--- src/rtl/sort_pkg.sv ---
// Shared constants and vector type for the sorter and its output serializer.
package sort_pkg;

    localparam int unsigned DEFAULT_DEPTH = 8;
    localparam int unsigned DEFAULT_WIDTH = 32;
    localparam int unsigned IDX_W         = $clog2(DEFAULT_DEPTH);

    // Same shape as the sorter's seq_out port: element 0 first.
    typedef logic [DEFAULT_WIDTH-1:0] vec_t [DEFAULT_DEPTH];

endpackage

--- src/rtl/sort_stream_out_if.sv ---
// Ready/valid element stream leaving the serializer, with position and last flag.
interface sort_stream_out_if
    import sort_pkg::*;
#(
    parameter int unsigned DEPTH = DEFAULT_DEPTH,
    parameter int unsigned WIDTH = DEFAULT_WIDTH
);

    localparam int unsigned IW = $clog2(DEPTH);

    logic             m_valid;
    logic             m_ready;
    logic [WIDTH-1:0] m_data;
    logic [IW-1:0]    m_index;
    logic             m_last;

    modport master (
        output m_valid,
        output m_data,
        output m_index,
        output m_last,
        input  m_ready
    );

    modport slave (
        input  m_valid,
        input  m_data,
        input  m_index,
        input  m_last,
        output m_ready
    );

endinterface

--- src/rtl/sort_slot_buf.sv ---
// Two-slot vector store: write/read pointers and a 0..2 occupancy count.
module sort_slot_buf
    import sort_pkg::*;
#(
    parameter int unsigned DEPTH = DEFAULT_DEPTH,
    parameter int unsigned WIDTH = DEFAULT_WIDTH
) (
    input  logic             clk,
    input  logic             rst_n,
    input  logic             wr_req,
    input  logic [WIDTH-1:0] wr_vec [DEPTH],
    input  logic             drain,
    output logic             not_empty,
    output logic             full,
    output logic [WIDTH-1:0] rd_vec [DEPTH]
);

    logic [WIDTH-1:0] slot [2][DEPTH];
    logic             wr_ptr;
    logic             rd_ptr;
    logic [1:0]       count;
    logic             capture;

    // A drain in the same cycle frees the read slot, so a full buffer can still accept.
    assign capture   = wr_req && (!full || drain);
    assign not_empty = (count != 2'd0);
    assign full      = (count == 2'd2);

    // Slot data is not reset; it is only observable through a nonzero count.
    always_ff @(posedge clk) begin
        if (capture) begin
            for (int i = 0; i < int'(DEPTH); i++) begin
                slot[wr_ptr][i] <= wr_vec[i];
            end
        end
    end

    // Pointer and occupancy bookkeeping.
    always_ff @(posedge clk or negedge rst_n) begin
        if (!rst_n) begin
            wr_ptr <= 1'b0;
            rd_ptr <= 1'b0;
            count  <= 2'd0;
        end else begin
            if (capture) wr_ptr <= ~wr_ptr;
            if (drain)   rd_ptr <= ~rd_ptr;
            case ({capture, drain})
                2'b10:   count <= count + 2'd1;
                2'b01:   count <= count - 2'd1;
                default: count <= count;
            endcase
        end
    end

    // Present the vector currently being streamed.
    always_comb begin
        for (int i = 0; i < int'(DEPTH); i++) begin
            rd_vec[i] = slot[rd_ptr][i];
        end
    end

endmodule

--- src/rtl/sort_stream_out.sv ---
// Serializes buffered sorted vectors onto a ready/valid stream; counts dropped vectors.
module sort_stream_out
    import sort_pkg::*;
#(
    parameter int unsigned DEPTH = DEFAULT_DEPTH,
    parameter int unsigned WIDTH = DEFAULT_WIDTH
) (
    input  logic                     clk,
    input  logic                     rst_n,
    input  logic                     vec_valid,
    input  logic [WIDTH-1:0]         vec_in [DEPTH],
    sort_stream_out_if.master        m,
    output logic                     overflow,
    output logic [7:0]               drop_cnt
);

    localparam int unsigned IW = $clog2(DEPTH);
    localparam logic [IW-1:0] LAST_IDX = IW'(DEPTH - 1);

    logic [IW-1:0]    idx;
    logic             not_empty;
    logic             full;
    logic             hs;
    logic             drain;
    logic             drop;
    logic [WIDTH-1:0] rd_vec [DEPTH];

    sort_slot_buf #(
        .DEPTH (DEPTH),
        .WIDTH (WIDTH)
    ) u_buf (
        .clk       (clk),
        .rst_n     (rst_n),
        .wr_req    (vec_valid),
        .wr_vec    (vec_in),
        .drain     (drain),
        .not_empty (not_empty),
        .full      (full),
        .rd_vec    (rd_vec)
    );

    assign hs    = not_empty && m.m_ready;
    assign drain = hs && (idx == LAST_IDX);
    assign drop  = vec_valid && full && !drain;

    // Element position within the vector being streamed.
    always_ff @(posedge clk or negedge rst_n) begin
        if (!rst_n) begin
            idx <= '0;
        end else if (drain) begin
            idx <= '0;
        end else if (hs) begin
            idx <= idx + 1'b1;
        end
    end

    // Drop reporting: one-cycle pulse and saturating counter.
    always_ff @(posedge clk or negedge rst_n) begin
        if (!rst_n) begin
            overflow <= 1'b0;
            drop_cnt <= 8'd0;
        end else begin
            overflow <= drop;
            if (drop && drop_cnt != 8'hFF) drop_cnt <= drop_cnt + 8'd1;
        end
    end

    // Stream outputs, all derived from registered state.
    always_comb begin
        m.m_valid = not_empty;
        m.m_data  = not_empty ? rd_vec[idx] : '0;
        m.m_index = idx;
        m.m_last  = not_empty && (idx == LAST_IDX);
    end

endmodule

--- src/flat_wrapper.sv ---
// flat-port wrapper written by rule: the top's interface ports become plain ports
module sort_stream_out_flat import sort_pkg::*;
#(
    parameter int unsigned DEPTH = DEFAULT_DEPTH,
    parameter int unsigned WIDTH = DEFAULT_WIDTH
)
  (clk, rst_n, vec_valid, vec_in, overflow, drop_cnt, m_m_valid, m_m_data, m_m_index, m_m_last, m_m_ready);
  sort_stream_out_if #(.DEPTH(DEPTH), .WIDTH(WIDTH)) m_i ();
  input  logic clk;
  input  logic rst_n;
  input  logic vec_valid;
  input  logic [WIDTH-1:0] vec_in[DEPTH];
  output logic overflow;
  output logic [7:0] drop_cnt;
  output wire logic [$bits(m_i.m_valid)-1:0] m_m_valid;
  output wire logic [$bits(m_i.m_data)-1:0] m_m_data;
  output wire logic [$bits(m_i.m_index)-1:0] m_m_index;
  output wire logic [$bits(m_i.m_last)-1:0] m_m_last;
  input wire logic [$bits(m_i.m_ready)-1:0] m_m_ready;
  assign m_m_valid = m_i.m_valid;
  assign m_m_data = m_i.m_data;
  assign m_m_index = m_i.m_index;
  assign m_m_last = m_i.m_last;
  assign m_i.m_ready = m_m_ready;
  sort_stream_out #(.DEPTH(DEPTH), .WIDTH(WIDTH)) u_core (.clk(clk), .rst_n(rst_n), .vec_valid(vec_valid), .vec_in(vec_in), .m(m_i), .overflow(overflow), .drop_cnt(drop_cnt));
endmodule
--- config.mk ---
export PLATFORM = sky130hd
export DESIGN_NAME = sort_stream_out_flat
export DESIGN_NICKNAME = d
export VERILOG_FILES = /design/src/rtl/sort_pkg.sv /design/src/rtl/sort_stream_out_if.sv /design/src/rtl/sort_slot_buf.sv /design/src/rtl/sort_stream_out.sv /design/src/flat_wrapper.sv
export SDC_FILE = /design/constraint.sdc
export NUM_CORES = 1
export LEC_CHECK = 0
export CAP_MARGIN = 20
export CORE_ASPECT_RATIO = 1.75
export CORE_MARGIN = 2
export CORE_UTILIZATION = 30
export CTS_BUF_LIST = sky130_fd_sc_hd__clkbuf_2
export CTS_CLUSTER_DIAMETER = 150
export DETAILED_ROUTE_END_ITERATION = 10
export GPL_TIMING_DRIVEN = 0
export SLEW_MARGIN = 40
export SYNTH_ARGS = -nofsm -noshare
export SYNTH_HDL_FRONTEND = slang
export SYNTH_SLANG_ARGS = --single-unit
export TNS_END_PERCENT = 20
--- constraint.sdc ---
create_clock -name clk -period 15.47 [get_ports clk]
set_input_delay 3.8675 -clock clk [delete_from_list [all_inputs] [get_ports clk]]
set_output_delay 3.8675 -clock clk [all_outputs]
set_load 0.01 [all_outputs]
# After elaboration in Yosys (flattened, before gate mapping)
# Memory sizes are Yosys's and may differ from the RTL's.
# Index checks and enable logic that the tools add are counted.
[totals]
rom_bits = 0
ram_bits = 512
wordCells = 42
latch_bits = 0
n_memories = 1
regBits = 16
output_inout_bits = 46
input_bits = 260
[classes]
n_addsub = 4
n_bitwise = 3
reduce_logical = 13
n_eq_ne = 5
div = 0
shift = 0
n_mul = 0
mux = 9
order_cmp = 1
[mem_list]
columns = ["name", "words", "width", "read_ports", "rd_ports_with_merged_regs", "wr", "line", "rtl"]
rows = [
  ["u_core.u_buf.slot", 2, 256, 1, 0, 1, "sort_slot_buf.sv:18", "logic [WIDTH-1:0] slot [2][DEPTH];"],
]
[ops]
columns = ["op", "count"]
rows = [
  ["$bmux 32 s3", 1],
  ["$mux 32", 3],
  ["$add 8x1->8 const B", 1],
  ["$ne 8x8->1 const B", 1],
  ["$logic_and 1x1->1", 7],
  ["$mux 3", 2],
  ["$reduce_bool 2->1", 3],
  ["$eq 2x2->1 const B", 2],
  ["$ge 4x4->1 const B", 1],
  ["$not 3->4", 1],
  ["$pmux 2 s2", 1],
  ["$add 3x1->3 const B", 1],
  ["$eq 3x3->1 const B", 1],
  ["$add 2x1->2 const B", 1],
  ["$eq 2x1->1 const B", 1],
  ["$logic_not 1->1", 2],
  ["$mux 1", 2],
  ["$not 1->1", 2],
  ["$sub 2x1->2 const B", 1],
  ["$logic_or 1x1->1", 1],
]

# Longest topological paths before layout
[logic_depth]
word_depth = 7
depth_mapped = 8
depth_no_buf = 6

# Cells and area by module
# A second synthesis with hierarchy kept.
[hier_totals]
hier_cells = 1131
hier_area_um2 = 22532.9
[by_module_without_submodules]
columns = ["module", "area_each_um2", "cells_each", "n_inst", "seq_area_each_um2"]
rows = [
  ["sort_slot_buf", 19690.1, 817, 1, 15474.8],
  ["sort_stream_out", 2842.7, 314, 1, 300.3],
]

# Worst setup path after synthesis
# Ideal clock, no wire load.
[synth_path]
path_kind = "input port to flip-flop"
start = "in m_m_ready"
end = "mem u_core.u_buf.slot[0][0] (netlist name), enable pin"
arrival_ns = 14.711
n_path_buf = 0
required_ns = 14.593
stages = 4
setup_time_ns = 0.877
path_slack_ns = -0.118
cell_sequence = "nand2_1 -> nand2_1 -> nand2_1 -> nor2_1"
[synth_via]
elab_chain_cells = 6
[synth_lines]
columns = ["element", "line", "rtl"]
rows = [
  ["start: declaration", "flat_wrapper.sv:19", "input wire logic [$bits(m_i.m_ready)-1:0] m_m_ready;"],
  ["$logic_and 1x1->1", "sort_stream_out.sv:42", "assign hs = not_empty && m.m_ready;"],
  ["$logic_and 1x1->1", "sort_stream_out.sv:43", "assign drain = hs && (idx == LAST_IDX);"],
  ["$logic_or 1x1->1", "sort_slot_buf.sv:25", "assign capture = wr_req && (!full || drain);"],
  ["$logic_and 1x1->1", "sort_slot_buf.sv:25", ""],
  ["$mux 1", "sort_slot_buf.sv:31", "if (capture) begin"],
  ["$mux 1 (implied by the code)", "sort_slot_buf.sv:33", "slot[wr_ptr][i] <= wr_vec[i];"],
  ["end: declaration", "sort_slot_buf.sv:18", ""],
]
# Every way passes these cells.

# Final worst setup path
[layout_path]
start = "reg u_core.u_buf.count[0]"
end = "out m_m_data[0]"
[layout_via]
elab_chain_cells = 2
[layout_lines]
columns = ["element", "line", "rtl"]
rows = [
  ["start: declaration", "sort_slot_buf.sv:21", "logic [1:0] count;"],
  ["start signal: assignment", "sort_slot_buf.sv:48", "2'b10: count <= count + 2'd1;"],
  ["start signal: assignment", "sort_slot_buf.sv:49", "2'b01: count <= count - 2'd1;"],
  ["start signal: assignment", "sort_slot_buf.sv:50", "default: count <= count;"],
  ["$reduce_bool 2->1", "sort_slot_buf.sv:26", "assign not_empty = (count != 2'd0);"],
  ["$mux 32", "sort_stream_out.sv:71", "m.m_data = not_empty ? rd_vec[idx] : '0;"],
  ["end: declaration", "flat_wrapper.sv:16", "output wire logic [$bits(m_i.m_data)-1:0] m_m_data;"],
]
# Every way passes these cells.

==> impl_metrics.py <==
metrics = {
    "outcome": {
        "outcome": "finished, final reports clean",
    },
    "power": {
        "clockPowerShare_pct": 19.0,
        "power.total_mw": 4.76,
        "power_density_nw_per_um2": 180,
        "worst_ir_drop_vdd_mv": 0.0917,
        "pwr-share-seq_pct": 42.2,
        "netSwitchingFraction_pct": 35.5,
        "power.leakage_nw": 8.98,
        "p_comb_share_pct": 38.8,
        "p_switching_mw": 1.69,
        "p_int_mw": 3.07,
    },
    "placement": {
        "place_ws_ns": 8.40,
        "io_buffers": 305,
        "dp.cells": 2304,
        "postPlaceCellArea_um2": 25300,
        "hpwl_mm": 44.0,
        "place_congestion": 0.759,
    },
    "critical_path": {
        "crit_path_start": "u_core.u_buf.count[0]$_DFFE_PN0P_",
        "reg2regPathDepth": 11,
        "crit_fanout": 10,
        "reg2reg_from": "u_core.m.m_index[0]$_DFFE_PN0P_",
        "critPathLaunchType": "flip-flop",
        "timing.rr.end": "u_core.u_buf.slot[0][84]$_DFFE_PP_",
        "worstPathRequired_ns": 11.60,
        "r2r_slack_ns": 12.49,
        "criticalPathCategory": "reg -> out",
        "cp.arrival_ns": 4.23,
        "endpoint_kind": "primary output",
    },
    "timing": {
        "setup_viol_count_final": 0,
        "slew_violations": 0,
        "max_freq_ghz": 0.124,
        "setup_slack_ns": 7.37,
        "post-route-min-period_ns": 8.10,
        "fin_crit_sh_pct": 52.3,
        "worst_pin_slew_ns": 0.789,
        "finalClockSkew_ns": 0.0965,
        "final_hold_viol_count": 0,
        "rsz0062_at_grt": "false",
        "slew_headroom_pct": 47.4,
    },
    "clock_network": {
        "cts.repair.resized": 0,
        "tritoncts": "yes",
        "insertion_delay_ns": 1.20,
        "hold_buffers": 0,
        "clk_pin_slew_worst_paths_ns": 0.12,
        "cts_buffer_depth": 3,
        "cts_setup_buffers": 0,
        "cts_sinks": 528,
        "cts_max_level": 3,
        "cts_made_buffers": 121,
        "cts-root-buf": "clkbuf_2",
    },
    "yosys": {
        "yosysTopAreaCellShare_pct": 74.5,
        "yosys-top-cells-area": "edfxtp_1, mux2i_1, mux2_2, mux4_2, a22oi_1",
        "synth_edf_count": 512,
        "synthDistinctLibCells": 46,
        "synth-adder-area-share_pct": 0.182,
        "ys_ff_latch": 528,
        "synth_fp_nets": 1336,
        "async_reset_ff_share_pct": 3.03,
        "synth_top_family_by_area": "multiplexers",
        "yosysMostFrequentCell": "edfxtp_1",
        "synth_compound_area_share_pct": 4.99,
        "synth_mux_area_share_pct": 13.3,
        "yosysWarnings": 0,
        "syn_area_um2": 20600,
        "yosysSeqAreaShare_pct": 76.4,
        "synth_cells": 1073,
        "synth.avg_cell_area_um2": 19.2,
        "synthFlopType": "edfxtp_1",
        "yosys.area_share.simple_pct": 2.55,
        "yosys-top-cells-count": "edfxtp_1, mux2i_1, a22oi_1",
        "yosys.area.top_type": "edfxtp_1",
        "synth_xor_area_share_pct": 0.382,
    },
    "cells_and_area": {
        "design_area_um2": 26500,
        "finish.net_count": 1787,
        "instances_no_fill": 2533,
        "final_util_pct": 38.8,
        "drive_above_1_share_pct": 20.6,
        "fill_cells": 6418,
        "area_growth_pct": 28.3,
    },
    "grt": {
        "grt_pass1_wl_mm": 84.2,
        "grt-ovfl-total": 0,
        "grt_max_degree": 41,
        "antenna_found_initial": 17,
        "grt_pass1_vias": 12900,
        "grtUsageTotal_pct": 16.8,
    },
    "die": {
        "chipHeight_um": 351,
        "die_x_um": 202,
        "coreArea_um2": 68300,
        "fp-row-count": 127,
        "die_area_um2": 71000,
        "ioPinCount": 306,
        "start_util_pct": 30.2,
    },
    "drt": {
        "drtIter0Drc": 522,
        "first_pass_iters": 5,
        "post_drt_wl_per_cell_um": 23.7,
        "vias": 11800,
        "viasPerCell": 4.65,
        "wirelength_mm": 60.1,
        "postRouteAntennaNets": 0,
        "post-route-drc-count": 0,
    },
    "worst_hold_path": {
        "hold_class": "reg -> reg",
        "min_delay_worst_endpoint": "u_core.drop_cnt[5]$_DFFE_PN0P_",
        "hold_depth": 1,
        "worstHoldStart": "u_core.drop_cnt[5]$_DFFE_PN0P_",
    },
    "flow_run": {
        "drv_cap": 0,
    },
}
## area by class of cell
class	instances	area, um2	area share, %
buffer	63	444	1.68
multi-input combinational	480	4440	16.7
sequential	528	15800	59.5
antenna	10	25.0	0.0944
clock buffer	167	836	3.15
clock inverter	52	305	1.15
timing repair buffer	328	3540	13.4
tap	903	1130	4.26
inverter	2	7.51	0.0283
## worst max-delay path, cell delays in order, from the launching register on
cell and delay (ns):
dfrtp_1 0.49, nor2_1 0.15, nor2b_1 0.14, clkbuf_1 0.43, clkbuf_1 0.62, nand3_1 0.42, o31ai_1 0.17, clkdlybuf4s50_1 0.66
## routing by layer
metal  track usage, %  up-vias  wire (um)
met3             5.53      123       4360
met2             30.9      395      32300
met5                0        -        112
li1                 -     5365          -
met4             7.51       18       2040
met1             17.2     5871      21400
## power groups by stage
stage | Clock [mW] | Combinational, mW | Sequential (mW)
5_1_grt | 1.01 | 1.99 | 2.04
3_3_place_gp | 0 | 1.78 | 2.18
4_1_cts | 0.949 | 1.91 | 2.01
6_report | 0.902 | 1.85 | 2.01
2_1_floorplan | 0 | 0.979 | 2.12
3_5_place_dp | 0 | 1.90 | 2.04
## worst max-delay path by stage
stage	cells past startpoint	slack, ns	to
floorplan	4	4.22	u_core.u_buf.slot[0][0]$_DFFE_PP_
finish	7	7.37	m_m_data[0]
global placement	5	-0.24	u_core.u_buf.slot[0][84]$_DFFE_PP_
CTS	7	7.00	m_m_data[0]
detailed placement	8	8.40	m_m_data[0]
global route	7	6.98	m_m_data[1]
## cell families after synthesis
group / count (synthesis)
adder cells (fa/ha/maj): 3
flip-flops: 528
XOR/XNOR: 9
buffers and inverters: 65
AO/OA/AOI/OAI: 144
multiplexers: 226
AND/OR/NAND/NOR: 98
## flip-flops by register name, summed over array words and instances (netlist names)
| signal | count |
|---|---|
| u_core.u_buf.count | 2 |
| u_core.u_buf.rd_ptr | 1 |
| u_core.m.m_index | 3 |
| u_core.u_buf.slot | 512 |
| u_core.drop_cnt | 8 |
| u_core.u_buf.wr_ptr | 1 |
| u_core.overflow | 1 |
## cell usage in the layout (no fill, tap or decap), types with 3 or more instances in the layout
master and count:
buf_16 9, o31ai_1 25, dfrtp_1 16, mux2i_1 143
o22ai_1 25, buf_6 16, buf_8 8, o211ai_1 7
ha_1 3, diode_2 10, buf_2 15, mux2_2 51
buf_4 6, clkdlybuf4s50_1 304, nand2_1 13, clkinv_1 33
buf_12 9, mux4_2 25, nand2b_1 3, clkinv_2 13
xnor2_1 3, xor2_1 6, a22oi_1 70, clkbuf_2 170
o21ai_1 6, clkbuf_1 19, edfxtp_1 512, bufinv_16 3
o21ai_0 4, nor2b_1 30, nor2_1 9, mux4_1 7
nand3_1 28
## metrics by stage
step / setup TNS [ns] / hold slack (ns)
3_5_place_dp: 0 / 0.487
3_3_place_gp: -47.73 / 0.482
5_1_grt: 0 / 0.529
4_1_cts: 0 / 0.510
6_report: 0 / 0.508
2_1_floorplan: 0 / 0.479
No activity file was read; power rests on OpenSTA's default activity.
